**config.mk**
```make
export PLATFORM = sky130hd
export DESIGN_NAME = ysyx_22050039_mem_arbiter_flat
export DESIGN_NICKNAME = d
export VERILOG_FILES = /design/src/rtl/ysyx_22050039_mem_arbiter_if.sv /design/src/rtl/ysyx_22050039_mem_arbiter.sv /design/src/flat_wrapper.sv
export SDC_FILE = /design/constraint.sdc
export NUM_CORES = 1
export LEC_CHECK = 0
export BUFFER_PORTS_ARGS = -buffer_cell sky130_fd_sc_hd__buf_2
export CORE_AREA = 2 2 209 211
export CTS_BUF_LIST = sky130_fd_sc_hd__clkbuf_16
export CTS_CLUSTER_SIZE = 14
export DETAILED_ROUTE_END_ITERATION = 12
export DIE_AREA = 0 0 211 213
export SLEW_MARGIN = 20
export SYNTH_ARGS = -nofsm -noshare
export SYNTH_HDL_FRONTEND = slang
export SYNTH_SLANG_ARGS = --single-unit
```
**constraint.sdc**
```tcl
create_clock -name clk -period 2.95 [get_ports clk]
set_input_delay 0.295 -clock clk [delete_from_list [all_inputs] [get_ports clk]]
set_output_delay 0.295 -clock clk [all_outputs]
set_load 0.005 [all_outputs]
```
**src/rtl/ysyx_22050039_mem_arbiter_if.sv**
```systemverilog
// Bus bundle between IFU/LSU requesters, the arbiter and the pmem port.
// The arbiter uses the slave view; the other side uses the master view.
interface ysyx_22050039_mem_arbiter_if #(
    parameter int XLEN = 64
);
    logic            ifu_req_valid;
    logic            ifu_req_ready;
    logic [XLEN-1:0] ifu_req_addr;
    logic            ifu_resp_valid;
    logic [XLEN-1:0] ifu_resp_data;
    logic            ifu_resp_err;

    logic            lsu_req_valid;
    logic            lsu_req_ready;
    logic [XLEN-1:0] lsu_req_addr;
    logic            lsu_req_wen;
    logic [XLEN-1:0] lsu_req_wdata;
    logic [7:0]      lsu_req_wmask;
    logic            lsu_resp_valid;
    logic [XLEN-1:0] lsu_resp_data;
    logic            lsu_resp_err;

    logic            mem_req_valid;
    logic            mem_req_ready;
    logic [XLEN-1:0] mem_req_addr;
    logic            mem_req_wen;
    logic [XLEN-1:0] mem_req_wdata;
    logic [7:0]      mem_req_wmask;
    logic            mem_resp_valid;
    logic [XLEN-1:0] mem_resp_data;

    logic            busy;

    modport slave (
        input  ifu_req_valid, ifu_req_addr,
        output ifu_req_ready, ifu_resp_valid, ifu_resp_data, ifu_resp_err,
        input  lsu_req_valid, lsu_req_addr, lsu_req_wen, lsu_req_wdata, lsu_req_wmask,
        output lsu_req_ready, lsu_resp_valid, lsu_resp_data, lsu_resp_err,
        output mem_req_valid, mem_req_addr, mem_req_wen, mem_req_wdata, mem_req_wmask,
        input  mem_req_ready, mem_resp_valid, mem_resp_data,
        output busy
    );

    modport master (
        output ifu_req_valid, ifu_req_addr,
        input  ifu_req_ready, ifu_resp_valid, ifu_resp_data, ifu_resp_err,
        output lsu_req_valid, lsu_req_addr, lsu_req_wen, lsu_req_wdata, lsu_req_wmask,
        input  lsu_req_ready, lsu_resp_valid, lsu_resp_data, lsu_resp_err,
        input  mem_req_valid, mem_req_addr, mem_req_wen, mem_req_wdata, mem_req_wmask,
        output mem_req_ready, mem_resp_valid, mem_resp_data,
        input  busy
    );
endinterface

```
**src/rtl/ysyx_22050039_mem_arbiter.sv**
```systemverilog
// Single-outstanding pmem arbiter: LSU-priority with an IFU starvation guard,
// per-owner response routing and a timeout that turns a hung memory into an error.
module ysyx_22050039_mem_arbiter #(
    parameter int XLEN          = 64,
    parameter int MAX_LSU_BURST = 4,
    parameter int TIMEOUT       = 255
) (
    input logic                        clk,
    input logic                        rst,
    ysyx_22050039_mem_arbiter_if.slave bus
);
    localparam int SW = $clog2(MAX_LSU_BURST + 2);
    localparam int TW = $clog2(TIMEOUT + 2);

    typedef enum logic [1:0] {IDLE, ISSUE, WAIT, DONE} state_t;

    state_t          state, state_nxt;
    logic [SW-1:0]   lsu_streak;
    logic [TW-1:0]   timer;
    logic            owner_lsu;
    logic            err;
    logic [XLEN-1:0] addr, wdata, rdata;
    logic            wen;
    logic [7:0]      wmask;
    logic            lsu_win, ifu_win, timeout;

    assign lsu_win = bus.lsu_req_valid &&
                     !(bus.ifu_req_valid && lsu_streak == SW'(MAX_LSU_BURST));
    assign ifu_win = bus.ifu_req_valid && !lsu_win;
    assign timeout = (timer == TW'(TIMEOUT));

    always_ff @(posedge clk) begin
        if (rst) state <= IDLE;
        else     state <= state_nxt;
    end

    always_comb begin
        state_nxt         = state;
        bus.ifu_req_ready = 1'b0;
        bus.lsu_req_ready = 1'b0;
        case (state)
            IDLE: if (!rst) begin
                bus.lsu_req_ready = lsu_win;
                bus.ifu_req_ready = ifu_win;
                if (lsu_win || ifu_win) state_nxt = ISSUE;
            end
            ISSUE: begin
                if (timeout)                state_nxt = DONE;
                else if (bus.mem_req_ready) state_nxt = WAIT;
            end
            WAIT: begin
                if (timeout || bus.mem_resp_valid) state_nxt = DONE;
            end
            DONE:    state_nxt = IDLE;
            default: state_nxt = IDLE;
        endcase
    end

    always_ff @(posedge clk) begin
        if (rst) begin
            lsu_streak <= '0;
            timer      <= '0;
            owner_lsu  <= 1'b0;
            err        <= 1'b0;
            addr       <= '0;
            wdata      <= '0;
            rdata      <= '0;
            wen        <= 1'b0;
            wmask      <= '0;
        end else begin
            case (state)
                IDLE: begin
                    timer <= '0;
                    err   <= 1'b0;
                    rdata <= '0;
                    if (!bus.ifu_req_valid) lsu_streak <= '0;
                    if (lsu_win) begin
                        addr      <= bus.lsu_req_addr;
                        wen       <= bus.lsu_req_wen;
                        wdata     <= bus.lsu_req_wdata;
                        wmask     <= bus.lsu_req_wmask;
                        owner_lsu <= 1'b1;
                        if (bus.ifu_req_valid && lsu_streak != SW'(MAX_LSU_BURST))
                            lsu_streak <= lsu_streak + 1'b1;
                    end else if (ifu_win) begin
                        addr       <= bus.ifu_req_addr;
                        wen        <= 1'b0;
                        wdata      <= '0;
                        wmask      <= '0;
                        owner_lsu  <= 1'b0;
                        lsu_streak <= '0;
                    end
                end
                ISSUE, WAIT: begin
                    timer <= timer + 1'b1;
                    // Timeout wins over a same-cycle ack so the error path is deterministic.
                    if (timeout) begin
                        err   <= 1'b1;
                        rdata <= '0;
                    end else if (state == WAIT && bus.mem_resp_valid) begin
                        rdata <= wen ? '0 : bus.mem_resp_data;
                    end
                end
                default: ;
            endcase
        end
    end

    // Control outputs are masked while rst is high so an abandoned transaction never leaks a pulse.
    assign bus.busy           = !rst && state != IDLE;
    assign bus.mem_req_valid  = !rst && state == ISSUE;
    assign bus.mem_req_addr   = addr;
    assign bus.mem_req_wen    = wen;
    assign bus.mem_req_wdata  = wdata;
    assign bus.mem_req_wmask  = wmask;

    assign bus.ifu_resp_valid = !rst && state == DONE && !owner_lsu;
    assign bus.lsu_resp_valid = !rst && state == DONE &&  owner_lsu;
    assign bus.ifu_resp_data  = bus.ifu_resp_valid ? rdata : '0;
    assign bus.lsu_resp_data  = bus.lsu_resp_valid ? rdata : '0;
    assign bus.ifu_resp_err   = bus.ifu_resp_valid && err;
    assign bus.lsu_resp_err   = bus.lsu_resp_valid && err;
endmodule

```
**src/flat_wrapper.sv**
```systemverilog
// flat-port wrapper written by rule: the top's interface ports become plain ports
module ysyx_22050039_mem_arbiter_flat 
#(
    parameter int XLEN          = 64,
    parameter int MAX_LSU_BURST = 4,
    parameter int TIMEOUT       = 255
)
  (clk, rst, bus_ifu_req_valid, bus_ifu_req_addr, bus_ifu_req_ready, bus_ifu_resp_valid, bus_ifu_resp_data, bus_ifu_resp_err, bus_lsu_req_valid, bus_lsu_req_addr, bus_lsu_req_wen, bus_lsu_req_wdata, bus_lsu_req_wmask, bus_lsu_req_ready, bus_lsu_resp_valid, bus_lsu_resp_data, bus_lsu_resp_err, bus_mem_req_valid, bus_mem_req_addr, bus_mem_req_wen, bus_mem_req_wdata, bus_mem_req_wmask, bus_mem_req_ready, bus_mem_resp_valid, bus_mem_resp_data, bus_busy);
  ysyx_22050039_mem_arbiter_if #(.XLEN(XLEN)) bus_i ();
  input logic clk;
  input logic rst;
  input wire logic [$bits(bus_i.ifu_req_valid)-1:0] bus_ifu_req_valid;
  input wire logic [$bits(bus_i.ifu_req_addr)-1:0] bus_ifu_req_addr;
  output wire logic [$bits(bus_i.ifu_req_ready)-1:0] bus_ifu_req_ready;
  output wire logic [$bits(bus_i.ifu_resp_valid)-1:0] bus_ifu_resp_valid;
  output wire logic [$bits(bus_i.ifu_resp_data)-1:0] bus_ifu_resp_data;
  output wire logic [$bits(bus_i.ifu_resp_err)-1:0] bus_ifu_resp_err;
  input wire logic [$bits(bus_i.lsu_req_valid)-1:0] bus_lsu_req_valid;
  input wire logic [$bits(bus_i.lsu_req_addr)-1:0] bus_lsu_req_addr;
  input wire logic [$bits(bus_i.lsu_req_wen)-1:0] bus_lsu_req_wen;
  input wire logic [$bits(bus_i.lsu_req_wdata)-1:0] bus_lsu_req_wdata;
  input wire logic [$bits(bus_i.lsu_req_wmask)-1:0] bus_lsu_req_wmask;
  output wire logic [$bits(bus_i.lsu_req_ready)-1:0] bus_lsu_req_ready;
  output wire logic [$bits(bus_i.lsu_resp_valid)-1:0] bus_lsu_resp_valid;
  output wire logic [$bits(bus_i.lsu_resp_data)-1:0] bus_lsu_resp_data;
  output wire logic [$bits(bus_i.lsu_resp_err)-1:0] bus_lsu_resp_err;
  output wire logic [$bits(bus_i.mem_req_valid)-1:0] bus_mem_req_valid;
  output wire logic [$bits(bus_i.mem_req_addr)-1:0] bus_mem_req_addr;
  output wire logic [$bits(bus_i.mem_req_wen)-1:0] bus_mem_req_wen;
  output wire logic [$bits(bus_i.mem_req_wdata)-1:0] bus_mem_req_wdata;
  output wire logic [$bits(bus_i.mem_req_wmask)-1:0] bus_mem_req_wmask;
  input wire logic [$bits(bus_i.mem_req_ready)-1:0] bus_mem_req_ready;
  input wire logic [$bits(bus_i.mem_resp_valid)-1:0] bus_mem_resp_valid;
  input wire logic [$bits(bus_i.mem_resp_data)-1:0] bus_mem_resp_data;
  output wire logic [$bits(bus_i.busy)-1:0] bus_busy;
  assign bus_i.ifu_req_valid = bus_ifu_req_valid;
  assign bus_i.ifu_req_addr = bus_ifu_req_addr;
  assign bus_ifu_req_ready = bus_i.ifu_req_ready;
  assign bus_ifu_resp_valid = bus_i.ifu_resp_valid;
  assign bus_ifu_resp_data = bus_i.ifu_resp_data;
  assign bus_ifu_resp_err = bus_i.ifu_resp_err;
  assign bus_i.lsu_req_valid = bus_lsu_req_valid;
  assign bus_i.lsu_req_addr = bus_lsu_req_addr;
  assign bus_i.lsu_req_wen = bus_lsu_req_wen;
  assign bus_i.lsu_req_wdata = bus_lsu_req_wdata;
  assign bus_i.lsu_req_wmask = bus_lsu_req_wmask;
  assign bus_lsu_req_ready = bus_i.lsu_req_ready;
  assign bus_lsu_resp_valid = bus_i.lsu_resp_valid;
  assign bus_lsu_resp_data = bus_i.lsu_resp_data;
  assign bus_lsu_resp_err = bus_i.lsu_resp_err;
  assign bus_mem_req_valid = bus_i.mem_req_valid;
  assign bus_mem_req_addr = bus_i.mem_req_addr;
  assign bus_mem_req_wen = bus_i.mem_req_wen;
  assign bus_mem_req_wdata = bus_i.mem_req_wdata;
  assign bus_mem_req_wmask = bus_i.mem_req_wmask;
  assign bus_i.mem_req_ready = bus_mem_req_ready;
  assign bus_i.mem_resp_valid = bus_mem_resp_valid;
  assign bus_i.mem_resp_data = bus_mem_resp_data;
  assign bus_busy = bus_i.busy;
  ysyx_22050039_mem_arbiter #(.XLEN(XLEN), .MAX_LSU_BURST(MAX_LSU_BURST), .TIMEOUT(TIMEOUT)) u_core (.clk(clk), .rst(rst), .bus(bus_i));
endmodule
```
# == After elaboration in Yosys (flattened, before gate mapping) ==
# Index checks and enable logic that the tools add are counted.
# op_classes
add_sub_neg,2
eq_ne,11
n_mux,31
reduce_logical,27
# op_table
cell,count
2-to-1 mux 64 bit,9
one-hot mux 64 bit (2 select lines),1
one-hot mux 9 bit (2 select lines),1
2-to-1 mux 8 bit,2
logical AND 1 bit,12
2-to-1 mux 3 bit,4
"adder 9 x 1 -> 9 bit, second input constant",1
"equality test 9 x 8 -> 1 bit, second input constant",1
2-to-1 mux 1 bit,8
2-to-1 mux 2 bit,4
one-hot mux 2 bit (4 select lines),1
"!= test 2 x 1 -> 1 bit, second input constant",3
AND reduction 2 bit,3
nonzero test 2 bit,3
"equality test 2 bit, second input constant",2
zero test 1 bit,4
"adder 3 x 1 -> 3 bit, second input constant",1
"equality test 3 bit, second input constant",1
"!= test 3 x 1 -> 1 bit, second input constant",1
"!= test 3 x 2 -> 1 bit, second input constant",1
"!= test 3 bit, second input constant",1
AND reduction 3 bit,1
"equality test 2 x 1 -> 1 bit, second input constant",1
zero test 2 bit,1
other kinds (3),4
# word_totals
input_bits,271
word_cells,81
regBits,217
out_inout_bits,273

# == Logic depth before layout (Yosys ltp) ==
# Gate-level depths: netlist (run 1).
# logic_depth
ltp_word,9
mapped_depth,9
ltp_nobuf,8

# == Worst setup path after synthesis (run 1) ==
# OpenSTA, ideal clock, no wires.
# synth_timing
path_type,register to register
start,register u_core.timer[0]
end,register u_core.rdata[0]
setup_ns,0.072
n_path_buf,1
period_less_slack_ns,2.159
required_ns,2.878
arrival_time_ns,2.087
setup_slack_ns,0.791
stages_incl_launch_ff,10
cell_sequence,dfxtp_1 ha_1 nand3_1 or2_2 nor2_1 ha_1 a21oi_1 nor2_2 buf_2 mux2i_1
# synth_via
elab_chain_len,3
word_cells_on_any_way,5
classes_between,2 x eq/ne; 2 x mux; 1 x reduce/logical
# synth_rtl
element,line_no,source
start: declaration,ysyx_22050039_mem_arbiter.sv:19,logic [TW-1:0] timer;
start signal: assignment,ysyx_22050039_mem_arbiter.sv:95,timer <= timer + 1'b1;
equality test 9 x 8 -> 1 bit *,ysyx_22050039_mem_arbiter.sv:30,assign timeout = (timer == TW'(TIMEOUT));
2-to-1 mux 64 bit / != test 3 x 1 -> 1 bit (equally long branches),-,
one-hot mux 64 bit (2 select lines) / AND reduction 2 bit (equally long branches),-,
end signal: assignment,ysyx_22050039_mem_arbiter.sv:101,rdata <= wen ? '0 : bus.mem_resp_data;
end: declaration,ysyx_22050039_mem_arbiter.sv:22,"logic [XLEN-1:0] addr, wdata, rdata;"
# Mark *: on every way between the ends. The rest lies on a longest branch, timed or not.
# A chain may end at the register's enable or synchronous reset.

# == Worst setup path after layout (run 1) ==
# layout_timing
start,register u_core.lsu_streak[0]
end,register u_core.addr[33] (netlist: u_core.bus.mem_req_addr[33])
# layout_via
elab_chain_len,8
word_cells_on_any_way,9
classes_between,1 x eq/ne; 1 x mux; 7 x reduce/logical
# layout_rtl
element,line_no,source
start: declaration,ysyx_22050039_mem_arbiter.sv:18,logic [SW-1:0] lsu_streak;
start signal: assignment,ysyx_22050039_mem_arbiter.sv:84,lsu_streak <= lsu_streak + 1'b1;
equality test 3 bit *,ysyx_22050039_mem_arbiter.sv:28,!(bus.ifu_req_valid && lsu_streak == SW'(MAX_LSU_BURST));
logical AND 1 bit *,ysyx_22050039_mem_arbiter.sv:28,
zero test 1 bit *,ysyx_22050039_mem_arbiter.sv:28,
logical AND 1 bit *,ysyx_22050039_mem_arbiter.sv:27,assign lsu_win = bus.lsu_req_valid &&
zero test 1 bit,ysyx_22050039_mem_arbiter.sv:29,assign ifu_win = bus.ifu_req_valid && !lsu_win;
logical AND 1 bit,ysyx_22050039_mem_arbiter.sv:29,
nonzero test 2 bit (no line),-,
AND reduction 2 bit (no line),-,
end signal: assignment,ysyx_22050039_mem_arbiter.sv:78,addr <= bus.lsu_req_addr;
end signal: assignment,ysyx_22050039_mem_arbiter.sv:86,addr <= bus.ifu_req_addr;
end: declaration,ysyx_22050039_mem_arbiter.sv:22,
# Marked as above.

==> flow_summary.toml, run 1 <==
[grt]
grt_pass1_vias = 10240
grt_first_pass_wirelength_um = 55530
grt.total_usage_pct = 15.57
grt_max_degree = 121
antenna_found_initial = 6
gr-total-overflow = 0

[sta]
rsz0062_at_grt = "false"
worstMarginPinSlew_ns = 0.6175
slew_violations = 0
fin_crit_ns = 2.710
fin_crit_sh_pct = 91.88
finalSetupViolCount = 0
fmaxAchievable_ghz = 0.3690
setup_ws_ns = 0.2396
slew_headroom_pct = 58.74
finalHoldViolations = 0
setup_tns_ns = 0
fin_skew_ns = 0.009947

[drt]
ant_nets = 0
drcViolationCount = 0
routed-via-count = 10440
via_per_inst = 4.413
wl_um = 37890
wire_per_inst_um = 16.02
dr.first_iter.drc_count = 557
first_pass_iters = 5

[setup_path]
crit_slowest_cell = "dlygate4sd3_1"
critical-path-top-delay-family = "buffers and inverters"
path_buf_inv = 3
ff2ff_setup_slack_ns = 0.24
path_depth = 8
start_kind = "flip-flop"
r2r_start = "u_core.lsu_streak[0]"
critPathMaxFanout = 30
path_cells = "inv_1 > ha_1 > nand3_1 > nand2_2 > buf_4 > nand2_1 > a311oi_1 > dlygate4sd3_1"
worstSetupPathType = "flip-flop to flip-flop"
r2r_cells = 8
required_ns = 3.45
reg2reg_to = "u_core.bus.mem_req_addr[33]"
worstPathArrival_ns = 3.21
crit_path_max_incr_delay_ns = 0.60
critPathCaptureType = "flip-flop"

[floorplan]
fp.dieArea_mm2 = 0.04494
die_h_um = 213
rows = 76
dieWidth_um = 211
top_level_ports = 544
initial_core_util_pct = 21.94
core-area_mm2 = 0.04270

[cts]
cts_resized = 0
clk_pin_slew_ns = 0.06
clock-root-buffer = "clkbuf_16"
cts_tree = "built"
clock-sinks = 217
cts-buffers-inserted = 27
htreeDepth = 1
clockBufferDepth = 3
clkLatencyLatePin_ns = 0.56

[finish]
final_cell_mix = "buf_2 (542), dlygate4sd3_1 (240), dfxtp_1 (217)"
synthToLayoutAreaGrowth_pct = 70.01
final_nets = 2080
mostFrequentLayoutCell = "buf_2"
nFillCells = 4229
drive_gt1_share_pct = 33.72

[synthesis]
ys_types = 39
syn_avg_cell_area_um2 = 8.895
synth-seq-cells = 217
synth-edff-count = 0
async_flop_share_pct = 0
syn_area_mm2 = 0.009366
yosys_warnings = 0
synth_fp_nets = 1332
synthCells = 1053
synth_flop_cell = "dfxtp_1"
ys_seq_area_share_pct = 46.38

[outcome]
status = "completed"

[hold_path]
worstHoldPathType = "primary input to flip-flop"
min_from = "bus_mem_resp_data[62]"
hold_path_end = "u_core.rdata[62]"
hold_depth = 3

[pwr]
pwr_density_cell_mw_per_mm2 = 757.4
power.leakage_nw = 7.928
vdd_drop_max_v = 0.0005364

[placement]
dp_hpwl_um = 26460
io_buffers = 543
dp_slack_ns = 0.5069
gp_congestion = 0.8146

[flow_run]
max_cap_viol_count = 0
[state kept, by name (all words and copies together), names as in the netlist, 2 cells and up]
name / flops
u_core.timer: 9
u_core.bus.mem_req_wdata: 64
u_core.lsu_streak: 3
u_core.state: 2
u_core.bus.mem_req_addr: 64
u_core.rdata: 64
u_core.bus.mem_req_wmask: 8
[worst reg2reg max path: cells and delay by family (launching register included)]
kind | cells | cell delay (ns)
AOI/OAI and AO/OA | 1 | 0.33
adders and majority gates | 1 | 0.17
buffers and inverters | 3 | 1.12
DFF | 1 | 0.32
and+or+nand+nor | 3 | 0.72
[through the flow]
step / util (%) / hold slack [ns] / cell area, um2 / instances / total power [W]
after floorplan: - / 0.4276 / 9366 / 1053 / 0.006657
after global placement: 29.58 / 0.4522 / 12630 / 2074 / 0.008209
after detailed placement: 29.58 / 0.4523 / 12630 / 2074 / 0.008320
after CTS: 37.19 / 0.0003003 / 15880 / 2360 / 0.01211
after global routing: 37.30 / 0.01400 / 15920 / 2365 / 0.01280
final: 37.30 / 0.01752 / 15920 / 2365 / 0.01206
[layer usage]
| metal | up-vias | routed length [um] | track usage (%) |
|---|---|---|---|
| met5 | - | 39 | 0 |
| met4 | 6 | 1569 | 7.115 |
| met3 | 86 | 2604 | 3.192 |
| met2 | 479 | 18680 | 28.50 |
| met1 | 4801 | 15000 | 17.29 |
| li1 | 5065 | - | - |
[worst max-delay path by stage]
| stage | startpoint | endpoint | slack, ns |
|---|---|---|---|
| after global routing | u_core.lsu_streak[0] | u_core.bus.mem_req_addr[33] | 0.02 |
| after global placement | u_core.timer[0] | u_core.rdata[2] | 0.54 |
| final | u_core.lsu_streak[0] | u_core.bus.mem_req_addr[33] | 0.24 |
| after floorplan | u_core.timer[0] | u_core.rdata[0] | 0.79 |
| after CTS | u_core.state[1] | bus_ifu_resp_data[48] | 0.18 |
| after detailed placement | u_core.timer[0] | u_core.rdata[50] | 0.51 |
[logic make-up (layout without fill, tap and decap cells)]
logic type,count (synthesis),in the layout,synth area share [%]
xor gates and xnor gates,4,4,0.3741
other,0,1,0
DFF,217,217,46.38
buffers and inverters,96,861,4.809
muxes,64,64,6.839
adders and majority gates,8,8,1.069
AOI/OAI and AO/OA,161,161,14.31
and+or+nand+nor,503,503,26.22
[synth_stat cells, drive strengths merged, types with 3 or more instances]
library cell	number	area, um2
nor2	83	314.1
a22o	73	639.4
ha	8	100.1
nand3	4	20.02
buf	45	259.0
inv	8	30.03
nand2	201	754.5
and2	132	825.8
nor2b	3	18.77
a311oi	64	560.5
mux2i	64	640.6
dfxtp	217	4344
clkbuf	43	161.4
nand2b	67	419.2
a21oi	12	60.06
o21ai	5	25.02
[timing repair]
item / 4_1_cts / 5_1_grt
hold buffers: 240 / 0
hold endpoints to repair: 196 / 0
buffers inserted: 0 / 4
setup endpoints to repair: 0 / 2
[report_power, final]
group          total [W]  internal (W)  switching (W)  leakage, nW
clock            0.00320       0.00191        0.00129        0.446
combinational    0.00461       0.00227        0.00234         5.70
sequential       0.00425       0.00372       0.000531         1.78
[final cells by class]
type | count | area [um2] | area share [%]
clock buffers | 27 | 675.6 | 4.243
inverters | 8 | 30.03 | 0.1886
clock inverters | 19 | 170.2 | 1.069
repair buffers | 807 | 5415 | 34.01
multi-input cells | 740 | 4603 | 28.91
flip-flops and latches | 217 | 4344 | 27.28
well taps | 546 | 683.2 | 4.290
diodes | 1 | 2.502 | 0.01571
Note: power is estimated with default switching activity, not from simulation.
==> run 2, diff against run 1 <==
--- a/config.mk
+++ b/config.mk
@@ -7,7 +7,6 @@
 export LEC_CHECK = 0
 export BUFFER_PORTS_ARGS = -buffer_cell sky130_fd_sc_hd__buf_2
 export CORE_AREA = 2 2 209 211
-export CTS_BUF_LIST = sky130_fd_sc_hd__clkbuf_16
 export CTS_CLUSTER_SIZE = 14
 export DETAILED_ROUTE_END_ITERATION = 12
 export DIE_AREA = 0 0 211 213
==> constraint.sdc (replaced) <==
create_clock -name clk -period 2.95 [get_ports clk]
set_input_delay 0.59 -clock clk [delete_from_list [all_inputs] [get_ports clk]]
set_output_delay 0.59 -clock clk [all_outputs]
set_load 0.005 [all_outputs]
==> run 2 against run 1 <==
Register-to-register slack improved by 0.27 ns. Worst hold slack better by 0.26 ns. Critical endpoint is now bus_ifu_resp_data[31]. Non-clock buffer count decreased by 241. Cell count fell by 10%. Critical path type is now flip-flop to output port. Critical path depth shrank 3. Die area unchanged. Core utilization shrank 5.9 points. Highest routed layer unchanged. Clock power down 9.1%. Sequential share of layout area increased by 5.1 points.
==> flow_summary.toml, run 2 (synthesized netlist as in run 1, its figures left out) <==
[drt]
routed-via-count = 9235
wire_per_inst_um = 15.87
dr.first_iter.drc_count = 335
m1WireLength_um = 13570
first_pass_iters = 4
drcViolationCount = 0
wl_met2_um = 17000
wl_um = 33690
routed-wl-met3_um = 2596
ant_nets = 0
route.top_layer_used = "met5"
via_per_inst = 4.350

[floorplan]
fp.dieArea_mm2 = 0.04494
initial_core_util_pct = 21.94
die_h_um = 213
top_level_ports = 544
core-area_mm2 = 0.04270
rows = 76
dieWidth_um = 211

[grt]
antenna_found_initial = 7
grt_max_degree = 99
grt_pass1_vias = 8774
grt_first_pass_wirelength_um = 49000
grt.total_usage_pct = 13.81
gr-total-overflow = 0

[finish]
final_nets = 1837
synthToLayoutAreaGrowth_pct = 43.33
drive_gt1_share_pct = 39.26
final_cell_mix = "buf_2 (542), dfxtp_1 (217), nand2_1 (200)"
nFillCells = 4540
design_area_mm2 = 0.01343
mostFrequentLayoutCell = "buf_2"

[sta]
setup_ws_ns = 0.2289
finalHoldViolations = 0
slew_headroom_pct = 50.07
finalSetupViolCount = 0
setup_tns_ns = 0
worstMarginPinSlew_ns = 0.7489
slew_violations = 0
fin_crit_ns = 2.721
fin_crit_sh_pct = 92.24
rsz0062_at_grt = "false"
fin_skew_ns = 0.008736
fmaxAchievable_ghz = 0.3675

[placement]
placed_cell_area_mm2 = 0.01264
dp_hpwl_um = 26160
dp_slack_ns = 0.4670
gp_congestion = 0.7917
io_buffers = 543

[setup_path]
required_ns = 2.36
worstPathArrival_ns = 2.13
critPathCaptureType = "output port"
critPathMaxFanout = 66
worstSetupPathType = "flip-flop to output port"
start_kind = "flip-flop"

[pwr]
pwr_density_cell_mw_per_mm2 = 828.8
vdd_drop_max_v = 0.0004246
fin_total_pwr_w = 0.01113
power.leakage_nw = 6.781

[flow_run]
max_cap_viol_count = 0

[cts]
clockBufferDepth = 3
clkLatencyLatePin_ns = 0.53
cts-buffers-inserted = 25
post-cts-setup-buffers = 0
clock-root-buffer = "clkbuf_16"
clock-sinks = 217
clk_pin_slew_ns = 0.06
htreeDepth = 1
cts_tree = "built"

[outcome]
status = "completed"

[hold_path]
worstHoldPathType = "primary input to flip-flop"
[run 2: changes by cell type in the layout (fill, tap and decap cells not counted), moves of 2 or more]
cell / delta
inv_1: -8
diode_2: +2
dlygate4sd3_1: -240
clkinv_2: +4
clkbuf_16: -2
buf_12: -2
bufinv_16: -3
clkbuf_8: +6
clkinv_1: -4
buf_6: +2
clkbuf_1: +4
[run 2: per-stage QoR]
step / utilization, % / std cells / hold slack [ns]
2_1_floorplan: - / 1053 / 0.4427
3_3_place_gp: 29.61 / 2077 / 0.4516
3_5_place_dp: 29.61 / 2077 / 0.4489
4_1_cts: 31.42 / 2120 / 0.2443
5_1_grt: 31.43 / 2121 / 0.2586
6_report: 31.44 / 2123 / 0.2740
[run 2: path summary, 6_finish.rpt]
check,depth (start not counted),slack (ns),to,startpoint
setup reg to reg,9,0.51,u_core.rdata[54],u_core.timer[0]
hold reg to reg,1,0.47,u_core.bus.mem_req_wdata[58],u_core.bus.mem_req_wdata[58]
hold / removal,2,0.27,u_core.bus.mem_req_wdata[1],bus_lsu_req_wdata[1]
setup / recovery,5,0.23,bus_ifu_resp_data[31],u_core.state[1]
[run 2: timing repair]
item | 4_1_cts | 5_1_grt
hold endpoints to repair | 0 | 0
endpoints found under the setup margin | 28 | 83
hold buffers | 0 | 0
gates resized for setup | 2 | 1
[run 2: critical path, stage by stage, from the launching register on]
cell	delay, ns
dfxtp_1	0.38
ha_2	0.33
nor3b_2	0.22
buf_6	0.31
and2_1	0.20
buf_2	0.11
[run 2: metal layers]
layer / track usage, % / up-vias
met5: 0 / -
met4: 3.545 / 6
met3: 3.471 / 38
met2: 25.58 / 387
met1: 15.75 / 4228
li1: - / 4576
[run 2: area by class of cell]
class	instances	area, um2	share of cell area (%)
clock inverters	8	43.79	0.3262
multi-input cells	740	4606	34.31
flip-flops and latches	217	4344	32.36
clock buffers	35	723.2	5.387
diodes	3	7.507	0.05592
well taps	546	683.2	5.089
inverters	8	30.03	0.2237
repair buffers	566	2988	22.26
[run 2: power by group]
group          leakage (nW)  switching [W]  internal, W  total (W)
Clock                 0.388        0.00121      0.00170    0.00291
Combinational          4.61        0.00217      0.00182    0.00398
Sequential             1.78       0.000517      0.00372    0.00424
